[src/rtl/sram_bus_arbiter_pkg.sv]
// Shared encodings for the two-port SRAM bus arbiter.
package sram_bus_arbiter_pkg;

  localparam int unsigned ARB_ADDR_W = 32;
  localparam int unsigned ARB_DATA_W = 32;

  typedef enum logic {
    OWNER_INST = 1'b0,
    OWNER_DATA = 1'b1
  } owner_e;

  typedef enum logic [1:0] {
    ARB_IDLE = 2'd0,
    ARB_REQ  = 2'd1,
    ARB_WAIT = 2'd2
  } arb_state_e;

endpackage

[src/rtl/sram_arb_pick.sv]
// Two-way grant selector: data-over-inst priority, or alternating on contention
// when SRAM_ARB_ROUND_ROBIN_EN is defined.
module sram_arb_pick
  import sram_bus_arbiter_pkg::*;
(
  input  logic   inst_req,
  input  logic   data_req,
  input  owner_e last_grant,
  output logic   grant_valid,
  output owner_e grant
);

  assign grant_valid = inst_req | data_req;

`ifdef SRAM_ARB_ROUND_ROBIN_EN
  always_comb begin
    grant = OWNER_DATA;
    if (inst_req && data_req) begin
      grant = (last_grant == OWNER_DATA) ? OWNER_INST : OWNER_DATA;
    end else if (inst_req) begin
      grant = OWNER_INST;
    end
  end
`else
  logic unused_last_grant;
  assign unused_last_grant = last_grant;
  assign grant = (inst_req && !data_req) ? OWNER_INST : OWNER_DATA;
`endif

endmodule

[src/rtl/sram_bus_arbiter.sv]
// Shares one req/addr_ok/data_ok memory port between fetch and load/store,
// one transaction in flight. SRAM_ARB_ROUND_ROBIN_EN enables alternating grants.
module sram_bus_arbiter
  import sram_bus_arbiter_pkg::*;
#(
  parameter int unsigned ADDR_W = ARB_ADDR_W,
  parameter int unsigned DATA_W = ARB_DATA_W
) (
  input  logic                clk,
  input  logic                resetn,
  input  logic                inst_req,
  input  logic [ADDR_W-1:0]   inst_addr,
  output logic                inst_addr_ok,
  output logic                inst_data_ok,
  output logic [DATA_W-1:0]   inst_rdata,
  input  logic                data_req,
  input  logic                data_wr,
  input  logic [DATA_W/8-1:0] data_wstrb,
  input  logic [ADDR_W-1:0]   data_addr,
  input  logic [DATA_W-1:0]   data_wdata,
  output logic                data_addr_ok,
  output logic                data_data_ok,
  output logic [DATA_W-1:0]   data_rdata,
  output logic                mem_req,
  output logic                mem_wr,
  output logic [DATA_W/8-1:0] mem_wstrb,
  output logic [ADDR_W-1:0]   mem_addr,
  output logic [DATA_W-1:0]   mem_wdata,
  input  logic                mem_addr_ok,
  input  logic                mem_data_ok,
  input  logic [DATA_W-1:0]   mem_rdata
);

  arb_state_e state_q, state_d;
  owner_e     owner_q, owner_d;
  owner_e     cur_owner;
  owner_e     pick_grant;
  owner_e     last_grant;
  logic       pick_valid;

  sram_arb_pick u_pick (
    .inst_req   (inst_req),
    .data_req   (data_req),
    .last_grant (last_grant),
    .grant_valid(pick_valid),
    .grant      (pick_grant)
  );

`ifdef SRAM_ARB_ROUND_ROBIN_EN
  always_ff @(posedge clk or negedge resetn) begin
    if (!resetn) begin
      last_grant <= OWNER_DATA;
    end else if (mem_req && mem_addr_ok) begin
      last_grant <= cur_owner;
    end
  end
`else
  assign last_grant = OWNER_DATA;
`endif

  always_ff @(posedge clk or negedge resetn) begin
    if (!resetn) begin
      state_q <= ARB_IDLE;
      owner_q <= OWNER_DATA;
    end else begin
      state_q <= state_d;
      owner_q <= owner_d;
    end
  end

  // Grant, handshake routing and memory-side mux; the request path is combinational.
  always_comb begin
    state_d      = state_q;
    owner_d      = owner_q;
    cur_owner    = owner_q;
    mem_req      = 1'b0;
    mem_wr       = 1'b0;
    mem_wstrb    = '0;
    mem_addr     = '0;
    mem_wdata    = '0;
    inst_addr_ok = 1'b0;
    data_addr_ok = 1'b0;
    inst_data_ok = 1'b0;
    data_data_ok = 1'b0;
    inst_rdata   = '0;
    data_rdata   = '0;

    case (state_q)
      ARB_IDLE: begin
        if (pick_valid) begin
          cur_owner = pick_grant;
          owner_d   = pick_grant;
          mem_req   = 1'b1;
          state_d   = mem_addr_ok ? ARB_WAIT : ARB_REQ;
        end
      end
      ARB_REQ: begin
        mem_req = 1'b1;
        if (mem_addr_ok) state_d = ARB_WAIT;
      end
      ARB_WAIT: begin
        if (mem_data_ok) begin
          state_d = ARB_IDLE;
          if (owner_q == OWNER_DATA) begin
            data_data_ok = 1'b1;
            data_rdata   = mem_rdata;
          end else begin
            inst_data_ok = 1'b1;
            inst_rdata   = mem_rdata;
          end
        end
      end
      default: state_d = ARB_IDLE;
    endcase

    // Requests seen while reset is held must not reach memory.
    if (!resetn) mem_req = 1'b0;

    if (mem_req) begin
      if (cur_owner == OWNER_DATA) begin
        mem_wr    = data_wr;
        mem_wstrb = data_wstrb;
        mem_addr  = data_addr;
        mem_wdata = data_wdata;
      end else begin
        mem_addr  = inst_addr;
      end
      if (mem_addr_ok) begin
        if (cur_owner == OWNER_DATA) data_addr_ok = 1'b1;
        else                         inst_addr_ok = 1'b1;
      end
    end
  end

endmodule

[config.mk]
export PLATFORM = sky130hd
export DESIGN_NAME = sram_bus_arbiter
export DESIGN_NICKNAME = d
export VERILOG_FILES = /design/src/rtl/sram_bus_arbiter_pkg.sv /design/src/rtl/sram_arb_pick.sv /design/src/rtl/sram_bus_arbiter.sv
export SDC_FILE = /design/constraint.sdc
export NUM_CORES = 1
export LEC_CHECK = 0
export BUFFER_PORTS_ARGS = -buffer_cell sky130_fd_sc_hd__buf_2
export CAP_MARGIN = 15
export CORE_AREA = 5 5 105 107
export CTS_BUF_LIST = sky130_fd_sc_hd__clkbuf_4
export CTS_CLUSTER_DIAMETER = 120
export DETAILED_ROUTE_END_ITERATION = 10
export DIE_AREA = 0 0 110 112
export GPL_ROUTABILITY_DRIVEN = 1
export PLACE_DENSITY_LB_ADDON = 0.15
export SLEW_MARGIN = 40
export SYNTH_ARGS = -nofsm -noshare
export SYNTH_HDL_FRONTEND = slang
export SYNTH_SLANG_ARGS = --single-unit
[constraint.sdc]
create_clock -name clk -period 3 [get_ports clk]
set_clock_uncertainty 0.1 [all_clocks]
set_input_delay 0.75 -clock clk [delete_from_list [all_inputs] [get_ports clk]]
set_output_delay 0.75 -clock clk [all_outputs]
set_load 0.005 [all_outputs]
==> impl_metrics.env <==
export IMPL_status="finished, final reports clean"
export IMPL_arrival_ps=1990
export IMPL_hpwl_mm=7.444
export IMPL_postLayoutCoreUtil_pct=31.74
export IMPL_rsz0062_at_grt="false"
export IMPL_fin_nets=645
export IMPL_worst_endpoint_required_ps=2150
export IMPL_ios=277
export IMPL_path_max_fanout=34
export IMPL_vias_per_cell=4.121
export IMPL_syn_instance_count=245
export IMPL_fp_coreArea_um2=10050
export IMPL_fmax_ghz=0.3515
export IMPL_synth_top_family_by_area="simple AND/OR/NAND/NOR gates"
export IMPL_ys_seq_area_share_pct=4.632
export IMPL_maxSlewHeadroom_pct=82.57
export IMPL_htreeDepth=1
export IMPL_clockBufferDepth=2
export IMPL_grt_pass1_vias=2479
export IMPL_ff_latch_area_um2=76.32
export IMPL_dr_pass1_iters=4
export IMPL_p_leak_nw=2.003
export IMPL_num_vias=2646
export IMPL_power_switching_share_pct=43.17
export IMPL_reg2reg_slack_ps=1460
export IMPL_antenna_found_initial=1
export IMPL_avgSynthCellArea_um2=6.726
export IMPL_synth_top_area_share_pct=39.10
export IMPL_p_clk_share_pct=10.1
export IMPL_drc=0
export IMPL_start_util_pct=16.40
export IMPL_wirelength_mm=8.826
export IMPL_synth_warnings=0
export IMPL_drtAntennaViolNets=0
export IMPL_pwr_share_seq_pct=8.5
export IMPL_cts_hold_buf=0
export IMPL_layoutNonFillerInstCount=642
export IMPL_startpoint_type="input port"
export IMPL_synth_edf_count=0
export IMPL_post_cts_resized=0
export IMPL_async_reset_ff_share_pct=100.0
export IMPL_tightestPinTransition_ps=261.5
export IMPL_period_needed_ps=2845
export IMPL_synthMuxAreaShare_pct=20.05
export IMPL_yosys_top_cells_count="and2_1 (103), nand3_1 (64), mux2i_1 (33)"
export IMPL_gp_congestion=0.7345
export IMPL_cts_tree="built"
export IMPL_clk_pin_slew_worst_paths_ps=40
export IMPL_synthSimpleGateAreaFrac_pct=63.63
export IMPL_fillers=1132
export IMPL_grt_pass1_wl_mm=12.32
export IMPL_synth_compound_area_share_pct=1.595
export IMPL_power_density_nw_per_um2=246.2
export IMPL_grt_max_degree=57
export IMPL_drtIter0Drc=118
export IMPL_synth_ff_type="dfrtp_1"
export IMPL_drive_gt1_share_pct=58.42
export IMPL_power_internal_mw=0.4461
export IMPL_final_period_utilization_pct=94.82
export IMPL_synth_fa_ha_area_share_pct=0
export IMPL_multi_input_area_um2=1414
export IMPL_track_usage_pct=12.41
export IMPL_yosysMostFrequentCell="and2_1"
export IMPL_dp_cells=637
export IMPL_dieArea_um2=12320
export IMPL_numPortBuffers=276
export IMPL_netlist_area_um2=1648
export IMPL_crit_type="input port to primary output"
export IMPL_numCtsBuffers=3
export IMPL_synth_seq_cells=3
export IMPL_peakVddDrop_v=0.0001375
export IMPL_p_comb_share_pct=81.4
export IMPL_min_path_type="input port to async pin"
export IMPL_report_final_slew_viol_count=0
export IMPL_clock_latency_ps=230
export IMPL_end_kind="primary output"
export IMPL_die_x_um=110
export IMPL_whs_ps=213.9
export IMPL_setup_tns_ps=0
export IMPL_num_rows=37
export IMPL_area_growth_pct=93.47
export IMPL_maxCapViolCount=0
export IMPL_wl_per_cell_um=13.75
export IMPL_synthesis_nets=384
export IMPL_grt_ovfl_total=0
export IMPL_setup_violations=0
export IMPL_ys_types=22
export IMPL_die_h_um=112
export IMPL_clock_sinks=3
export IMPL_synthXorXnorAreaFrac_pct=0
export IMPL_yosys_area_top_type="and2_1"
export IMPL_synthTopCellsByArea="and2_1 (39%), mux2i_1 (20%), nand3_1 (19%)"
export IMPL_postCtsSetupBuffers=0
export IMPL_cts_root_buffer="clkbuf_4"
export IMPL_power_switching_mw=0.3389
export IMPL_hold_viol_final=0
registers in the layout, summed over array words and instances (netlist names):
register  count
state_q       2
owner_q       1
final timing paths:
kind,from,end,depth (start not counted)
setup / recovery,inst_req,mem_addr[19],6
hold / removal,resetn,state_q[1],1
setup reg to reg,state_q[0],state_q[1],4
hold reg to reg,state_q[1],state_q[0],1
max in group asynchronous,resetn,owner_q,1
min in group clk,state_q[1],state_q[0],1
metrics by stage:
step                setup slack [ps]  instance area (um^2)  total power, mW
floorplan                      328.7                  1648           0.4532
global placement               152.7                  3156           0.7135
detailed placement             149.1                  3156           0.7183
CTS                            137.6                  3186           0.8032
global route                   57.75                  3188           0.8607
finish                         155.3                  3188           0.7849
worst max-delay path, cell delays in order:
cell,delay [ps]
buf_2,80
or3b_4,380
a22oi_4,150
buf_12,270
mux2i_1,210
buf_2,130
metal layers:
| layer | share of wire [%] | vias up | routed length (um) | global-route usage, % |
|---|---|---|---|---|
| li1 | - | 1340 | - | - |
| met2 | 55 | 152 | 4871 | 25.69 |
| met4 | 1.0 | 0 | 89 | 3.159 |
| met5 | 0 | - | 0 | 0 |
| met3 | 11 | 8 | 957 | 2.493 |
| met1 | 33 | 1146 | 2908 | 11.85 |
power by group through the flow:
stage / Sequential, mW / Clock (mW) / Combinational (mW)
after floorplan: 0.0627 / 0 / 0.391
after global placement: 0.0669 / 0 / 0.647
after CTS: 0.0669 / 0.0825 / 0.654
after global routing: 0.0694 / 0.0847 / 0.707
after detailed placement: 0.0673 / 0 / 0.651
final: 0.0667 / 0.0793 / 0.639
cells in the final DEF (no fill, tap or decap), drive strengths merged, types with 2 or more instances in the layout:
| cell | instances |
|---|---|
| nor3b | 2 |
| nand3 | 64 |
| clkbuf | 4 |
| mux2i | 33 |
| dfrtp | 2 |
| nor2b | 2 |
| buf | 284 |
| and2 | 103 |
logic make-up (layout without fill, tap and decap cells):
| kind of cell | count (synthesis) | count (layout) |
|---|---|---|
| flip-flops | 3 | 3 |
| other | 0 | 1 |
| AND/OR/NAND/NOR | 178 | 178 |
| multiplexers | 33 | 33 |
| buffers and inverters | 29 | 289 |
| AO/OA/AOI/OAI | 2 | 2 |
final cells by class:
type	count	share of cell area [%]
inverter	1	0.1177
antenna	1	0.07849
multi-input combinational	213	44.35
timing repair buffer	284	46.78
clock buffer	4	0.9419
tap	136	5.338
sequential	3	2.394
Power figures use the tool's default switching activity.
